<file path="src/rtl/fx_divider_pkg.sv">
// Shared constants and state encoding for the iterative restoring fixed-point divider.
package fx_divider_pkg;

   localparam int NW   = 16;
   localparam int DW   = 16;
   localparam int QW   = 24;
   localparam int SMAX = 16;
   localparam int ITER = NW + SMAX;
   localparam int CW   = $clog2(ITER + 1);

   typedef enum logic [1:0] {
      IDLE = 2'd0,
      RUN  = 2'd1,
      FIN  = 2'd2
   } state_t;

endpackage

</file>
<file path="src/rtl/fx_div_step.sv">
// One restoring-division step: shift the next dividend bit into the remainder,
// subtract the divisor when it fits and report the resulting quotient bit.
module fx_div_step
   import fx_divider_pkg::*;
(
   input  logic [DW:0]   r,
   input  logic          bit_in,
   input  logic [DW-1:0] d,
   output logic [DW:0]   r_next,
   output logic          q
);

   logic [DW+1:0] shifted;
   logic [DW+1:0] d_ext;

   // One extra bit on the shifted remainder so the compare never wraps.
   assign shifted = {r, bit_in};
   assign d_ext   = {2'b00, d};
   assign q       = (shifted >= d_ext);
   assign r_next  = q ? (DW+1)'(shifted - d_ext) : (DW+1)'(shifted);

endmodule

</file>
<file path="src/rtl/fx_divider.sv">
// Iterative fixed-point divider coprocessor: Quotient = floor((Numer << Shift) / Denom),
// one quotient bit per clock, with divide-by-zero and overflow saturation.
module fx_divider
   import fx_divider_pkg::*;
(
   input  logic          Clk,
   input  logic          Reset,
   input  logic          Go,
   input  logic [NW-1:0] Numer,
   input  logic [DW-1:0] Denom,
   input  logic [4:0]    Shift,
   output logic          Busy,
   output logic          Valid,
   output logic [QW-1:0] Quotient,
   output logic          DivZero,
   output logic          Ovf
);

   state_t          state;
   logic [ITER-1:0] x_reg;
   logic [ITER-1:0] q_acc;
   logic [DW-1:0]   d_reg;
   logic [DW:0]     r_reg;
   logic [DW:0]     r_next;
   logic [CW-1:0]   cnt;
   logic            q_bit;
   logic [4:0]      shift_c;

   assign shift_c = (Shift > 5'(SMAX)) ? 5'(SMAX) : Shift;

   fx_div_step u_step (
      .r      (r_reg),
      .bit_in (x_reg[ITER-1]),
      .d      (d_reg),
      .r_next (r_next),
      .q      (q_bit)
   );

   // Results are published on leaving FIN, so they only move when Valid pulses.
   always_ff @(posedge Clk) begin
      if (Reset) begin
         state    <= IDLE;
         x_reg    <= '0;
         q_acc    <= '0;
         d_reg    <= '0;
         r_reg    <= '0;
         cnt      <= '0;
         Busy     <= 1'b0;
         Valid    <= 1'b0;
         Quotient <= '0;
         DivZero  <= 1'b0;
         Ovf      <= 1'b0;
      end else begin
         Valid <= 1'b0;
         unique case (state)
            IDLE: begin
               if (Go) begin
                  x_reg <= ITER'(Numer) << shift_c;
                  d_reg <= Denom;
                  r_reg <= '0;
                  q_acc <= '0;
                  cnt   <= '0;
                  Busy  <= 1'b1;
                  state <= (Denom == '0) ? FIN : RUN;
               end
            end
            RUN: begin
               x_reg <= {x_reg[ITER-2:0], 1'b0};
               r_reg <= r_next;
               q_acc <= {q_acc[ITER-2:0], q_bit};
               cnt   <= cnt + 1'b1;
               if (cnt == CW'(ITER - 1)) begin
                  state <= FIN;
               end
            end
            FIN: begin
               Busy  <= 1'b0;
               Valid <= 1'b1;
               state <= IDLE;
               if (d_reg == '0) begin
                  Quotient <= '1;
                  DivZero  <= 1'b1;
                  Ovf      <= 1'b0;
               end else if (|q_acc[ITER-1:QW]) begin
                  Quotient <= '1;
                  DivZero  <= 1'b0;
                  Ovf      <= 1'b1;
               end else begin
                  Quotient <= q_acc[QW-1:0];
                  DivZero  <= 1'b0;
                  Ovf      <= 1'b0;
               end
            end
            default: state <= IDLE;
         endcase
      end
   end

endmodule

</file>
<file path="config.mk">
export PLATFORM = sky130hd
export DESIGN_NAME = fx_divider
export DESIGN_NICKNAME = d
export VERILOG_FILES = /design/src/rtl/fx_divider_pkg.sv /design/src/rtl/fx_div_step.sv /design/src/rtl/fx_divider.sv
export SDC_FILE = /design/constraint.sdc
export NUM_CORES = 1
export LEC_CHECK = 0
export ABC_AREA = 1
export ABC_CLOCK_PERIOD_IN_PS = 3000
export BUFFER_PORTS_ARGS = -buffer_cell sky130_fd_sc_hd__buf_4
export CAP_MARGIN = 10
export CORE_UTILIZATION = 35
export DETAILED_ROUTE_END_ITERATION = 7
export SETUP_SLACK_MARGIN = 0.5
export SYNTH_ARGS = -nofsm -noshare
export SYNTH_HDL_FRONTEND = slang
export SYNTH_SLANG_ARGS = --single-unit
</file>
<file path="constraint.sdc">
create_clock -name Clk -period 3 [get_ports Clk]
set_input_delay 0.3 -clock Clk [delete_from_list [all_inputs] [get_ports Clk]]
set_output_delay 0.3 -clock Clk [all_outputs]
set_load 0.1 [all_outputs]
</file>
* After elaboration in Yosys (flattened, before gate mapping)
Cells that the tools add are included.
Word-level totals: memory bits (writable) 0, word-level logic and storage cells 53, output and inout port bits 28, bits in read-only memories 0, memories kept 0, register bits 133, latch bits 0
Operators by class: muxes and demuxes 22, equality and inequality tests 5, divide/modulo/power cells 0, magnitude comparators 2, shift operators 1, reductions and logical operators 10, bitwise operators 0, add/subtract/negate cells 2, multipliers 0
Operators with widths (number):
- case mux 32 bit (2 select lines) | 2
- two-way mux 32 bit | 2
- two-way mux 24 bit | 2
- two-way mux 17 bit | 2
- case mux 17 bit (2 select lines) | 1
- zero test 16 bit | 2
- << shifter 16 x 5 -> 32 bit | 1
- >= comparator 18 x 16 -> 1 bit | 1
- subtractor 17 x 16 -> 17 bit | 1
- case mux 6 bit (2 select lines) | 1
- AND reduction 2 bit | 4
- OR reduction 8 bit | 1
- adder 6 x 1 -> 6 bit, second input constant | 1
- == test 6 x 5 -> 1 bit, second input constant | 1
- two-way mux 2 bit | 3
- two-way mux 6 bit | 1
- > comparator 5 bit, second input constant | 1
- two-way mux 1 bit | 5
- two-way mux 5 bit | 1
- != test 2 bit, second input constant | 2
- case mux 2 bit (2 select lines) | 1
- nonzero test 2 bit | 2
- == test 2 x 1 -> 1 bit, second input constant | 1
- == test 2 bit, second input constant | 1
- 2 further kinds | 2

* Logic depth before layout (Yosys ltp)
depth in word-level cells 5, depth in mapped cells 16, mapped depth without buffers 15

* By module
From an unflattened synthesis, not the netlist that was laid out.
Second synthesis, totals: cells, all modules 1221, area, all modules 7807.5 um^2
Modules (own cells, without submodules):
- fx_divider | instances 1, area an instance 6299.8 um^2, cells an instance 929
- fx_div_step | instances 1, area an instance 1507.7 um^2, cells an instance 292

* Worst setup path before layout
OpenSTA, ideal clock, no wires.
path kind register to register, from reg x_reg[31], to reg r_reg[7], arrival 1.961 ns, setup time 0.132 ns, cell stages (with the launch flop) 16, slack 0.906 ns, cells stage by stage dfxtp_1 -> inv_1 -> ha_1 -> fa_1 -> nand3b_1 -> nand2_2 -> nand2_1 -> nand2_2 -> nand2_2 -> nand2_2 -> nand2_4 -> nand2_4 -> buf_6 -> nand2_1 -> nand3_1 -> a21oi_1
Between the ends: word-level cells in the longest chain between the ends 3, elaborated cells on any way between the ends 4, classes of those cells add/sub: 1; order compare: 1; mux: 2
RTL lines:
- start, declared | RTL line fx_divider.sv:20 | logic [ITER-1:0] x_reg;
- start signal, assigned | RTL line fx_divider.sv:58 | x_reg <= ITER'(Numer) << shift_c;
- start signal, assigned | RTL line fx_divider.sv:68 | x_reg <= {x_reg[ITER-2:0], 1'b0};
- subtractor 17 x 16 -> 17 bit or >= comparator 18 x 16 -> 1 bit (tied branches) | RTL line fx_div_step.sv:20, fx_div_step.sv:19
- two-way mux 17 bit * | RTL line fx_div_step.sv:20 | assign r_next = q ? (DW+1)'(shifted - d_ext) : (DW+1)'(shifted);
- case mux 17 bit (2 select lines) * | RTL line fx_divider.sv:55 | unique case (state)
- end signal, assigned | RTL line fx_divider.sv:69 | r_reg <= r_next;
- end, declared | RTL line fx_divider.sv:23 | logic [DW:0] r_reg;
Every way passes the cells marked *; elsewhere a longest branch is shown, timed or not. A chain may end at the register's enable or synchronous reset.

* Worst setup path after layout
from reg x_reg[31], to reg r_reg[15]
The elaborated chain is that of the path after synthesis.

==> impl_metrics.ini <==
[detailed_routing]
drtAntennaViolNets = 0
dr_total_vias = 7437
dr.pass1.iters = 7
drt_wl_total_microns = 20400
avgViaCountPerCell = 5.12
wl_per_cell_microns = 14.1
drt_iter0_drc = 615
drc = 0

[timing]
hold_viol = 0
finClkSkew_ps = 7.79
min_period_ps = 2290
rsz0062_at_grt = no
max_clock_freq_ghz = 0.437
slew_violations = 0
maxSlewHeadroom_pct = 43.3
final-setup-viol-count = 0
timing.setup.tns_ps = 0
finalCritPeriodShare_pct = 76.4
worst_slew_pin_slew_ps = 849

[floorplanning]
die_area_sq_mm = 0.0222
dieHeight_microns = 149
io_pins = 68
start_util_pct = 35.8
rows = 53
fp.dieW_microns = 149
core_area_sq_mm = 0.0211

[pwr]
power_density_mw_per_mm2 = 921
leakagePower_nw = 4.12
max-vdd-ir-drop_mv = 0.426

[cells_and_area]
layout_common_cells = 354 x nand2_1, 133 x dfxtp_1, 122 x nand3_1
area_delta_synth_final_pct = 18.6
final_cell_area_sq_mm = 0.00896
n_antenna_cell = 0
nNetsFinal = 1222
fin_util_pct = 42.5
final_common_cell = nand2_1
nFillCells = 2216
drive_above_1_share_pct = 14.3

[worst_setup_path]
rrSetupSlack_ps = 710
crit_path_end_kind = flop
path_cells = inv_1 > ha_1 > fa_2 > nand3b_1 > nand2_2 > nand2_1 > nand2_2 > nand2_2 > nand2_2 > nand2_8 > nand2_4 > nand2_1 > nand3_1 > a21oi_1
arrival_ps = 2540
critPathLaunchType = flop
critPathRequiredTime_ps = 3250
worstPathMaxFanout = 18
cp_slowest_cell = fa_2
crit_type = reg2reg
cp_slowest_stage_delay_ps = 370
cp_common_cell = nand2_2
rr_worst_depth = 14

[logic_synthesis]
ys_seq_elements = 133
synthDistinctLibCells = 41
muxShareOfSynthArea_pct = 0
yosys.area_share.simple_pct = 35.9
synth_top_family_by_area = simple AND/OR/NAND/NOR gates
postSynthAreaPerCell_sq_um = 6.71
yosys_warnings = 0
synth_compound_area_share_pct = 15.9
syn_inst = 1127
ys_seq_area_share_pct = 35.2
synth_area_sq_mm = 0.00756
syn-num-nets = 1185
synth_xor_xnor_area_share_pct = 0.811
synth_fa_ha_area_share_pct = 3.08

[status]
status = finished clean

[grt]
grt_start_max_net_pins = 77
grt.total_usage_pct = 18.3
grt_overflow = 0
grt_pass1_vias = 6676
grt_pass1_wl_microns = 32400
antenna_found_initial = 0

[clocking]
clock_latency_ps = 410
htreeDepth = 4
postCtsHoldBufs = 0
cts_root_buffer = clkbuf_16
cts.sinks = 133
cts_made_buffers = 17
ctsResizeCount = 0
postCtsSetupRepairBufs = 0
clk_pin_slew_ps = 60
cts_tree = built
cts_buffer_depth = 2

[placed_design]
portBuffers = 67
dp.final_hpwl_microns = 14000
gp_congestion = 0.888
dpl_cell_area_sq_mm = 0.00819

[worst_hold_path]
timing.hold.worst_path_depth = 3
hold_path_class = in2reg

[run]
cap_violations = 0
layout make-up:
| cell class | instances | area (sq um) | share of cell area, % |
|---|---|---|---|
| multi-input combinational | 836 | 4260 | 47.6 |
| clock inverter | 12 | 272 | 3.03 |
| clock buffer | 20 | 457 | 5.09 |
| sequential | 133 | 2660 | 29.7 |
| tap | 275 | 344 | 3.84 |
| inverter | 98 | 368 | 4.10 |
| timing repair buffer | 78 | 598 | 6.67 |
final timing paths:
path	from	end
worst min-delay path	Denom[0]	d_reg[0]
worst max register to register	x_reg[31]	r_reg[15]
worst min register to register	cnt[5]	cnt[5]
worst max-delay path	x_reg[31]	r_reg[15]
cells in the mapped netlist, drive strengths merged:
cell type / count / area share, %
nand2: 374 / 20
dfxtp: 133 / 35
nand3: 133 / 9.5
a21oi: 119 / 8.0
inv: 98 / 4.9
o21ai: 64 / 4.2
nor2: 37 / 2.5
clkbuf: 34 / 1.7
buf: 28 / 2.6
nand3b: 23 / 2.3
ha: 17 / 2.8
a22oi: 14 / 1.4
nand4: 10 / 0.83
a31oi: 8 / 0.74
nor4: 7 / 0.58
nor3: 6 / 0.40
xnor2: 5 / 0.58
a221oi: 3 / 0.35
o221ai: 3 / 0.35
o21a: 2 / 0.20
o221a: 2 / 0.30
xor2: 2 / 0.23
a211oi: 1 / 0.099
a21o: 1 / 0.099
and2: 1 / 0.083
fa: 1 / 0.26
o21bai: 1 / 0.099
worst max-delay path, delay by kind of cell (launching register included):
family	cells	cell delay, ps
DFF	1	340
and+or+nand+nor	10	1070
buffers and inverters	1	60
AOI/OAI and AO/OA	1	60
adders and majority gates	2	600
where the power goes:
group	internal (mW)	total, mW	leakage [nW]	switching [mW]
clock	1.77	2.57	0.343	0.794
combinational	1.27	3.62	2.69	2.35
sequential	1.94	2.07	1.08	0.127
total	4.99	8.26	4.12	3.27
stage by stage:
step           hold WS (ps)  std cells  power [mW]  setup slack (ps)
2_1_floorplan           431       1127        4.81               906
3_3_place_gp            450       1418        5.48               670
3_5_place_dp            452       1418        5.47               614
4_1_cts                 132       1450        8.07               580
5_1_grt                 148       1452        8.80               519
6_report                143       1452        8.26               709
routing by layer:
| layer | track usage (%) | vias up | part of all wire [%] |
|---|---|---|---|
| met2 | 29.7 | 157 | 47 |
| met5 | 0 | - | 0 |
| met4 | 5.51 | 0 | 1.3 |
| li1 | - | 3805 | - |
| met3 | 3.43 | 25 | 4.2 |
| met1 | 24.5 | 3450 | 47 |
kinds of logic (layout without fill, tap and decap cells):
| group | count (synthesis) | count (layout) |
|---|---|---|
| and+or+nand+nor | 591 | 593 |
| AOI/OAI and AO/OA | 218 | 218 |
| xor gates and xnor gates | 7 | 7 |
| DFF | 133 | 133 |
| buffers and inverters | 160 | 208 |
| adders and majority gates | 18 | 18 |
Note: power is estimated with default switching activity, not from simulation.
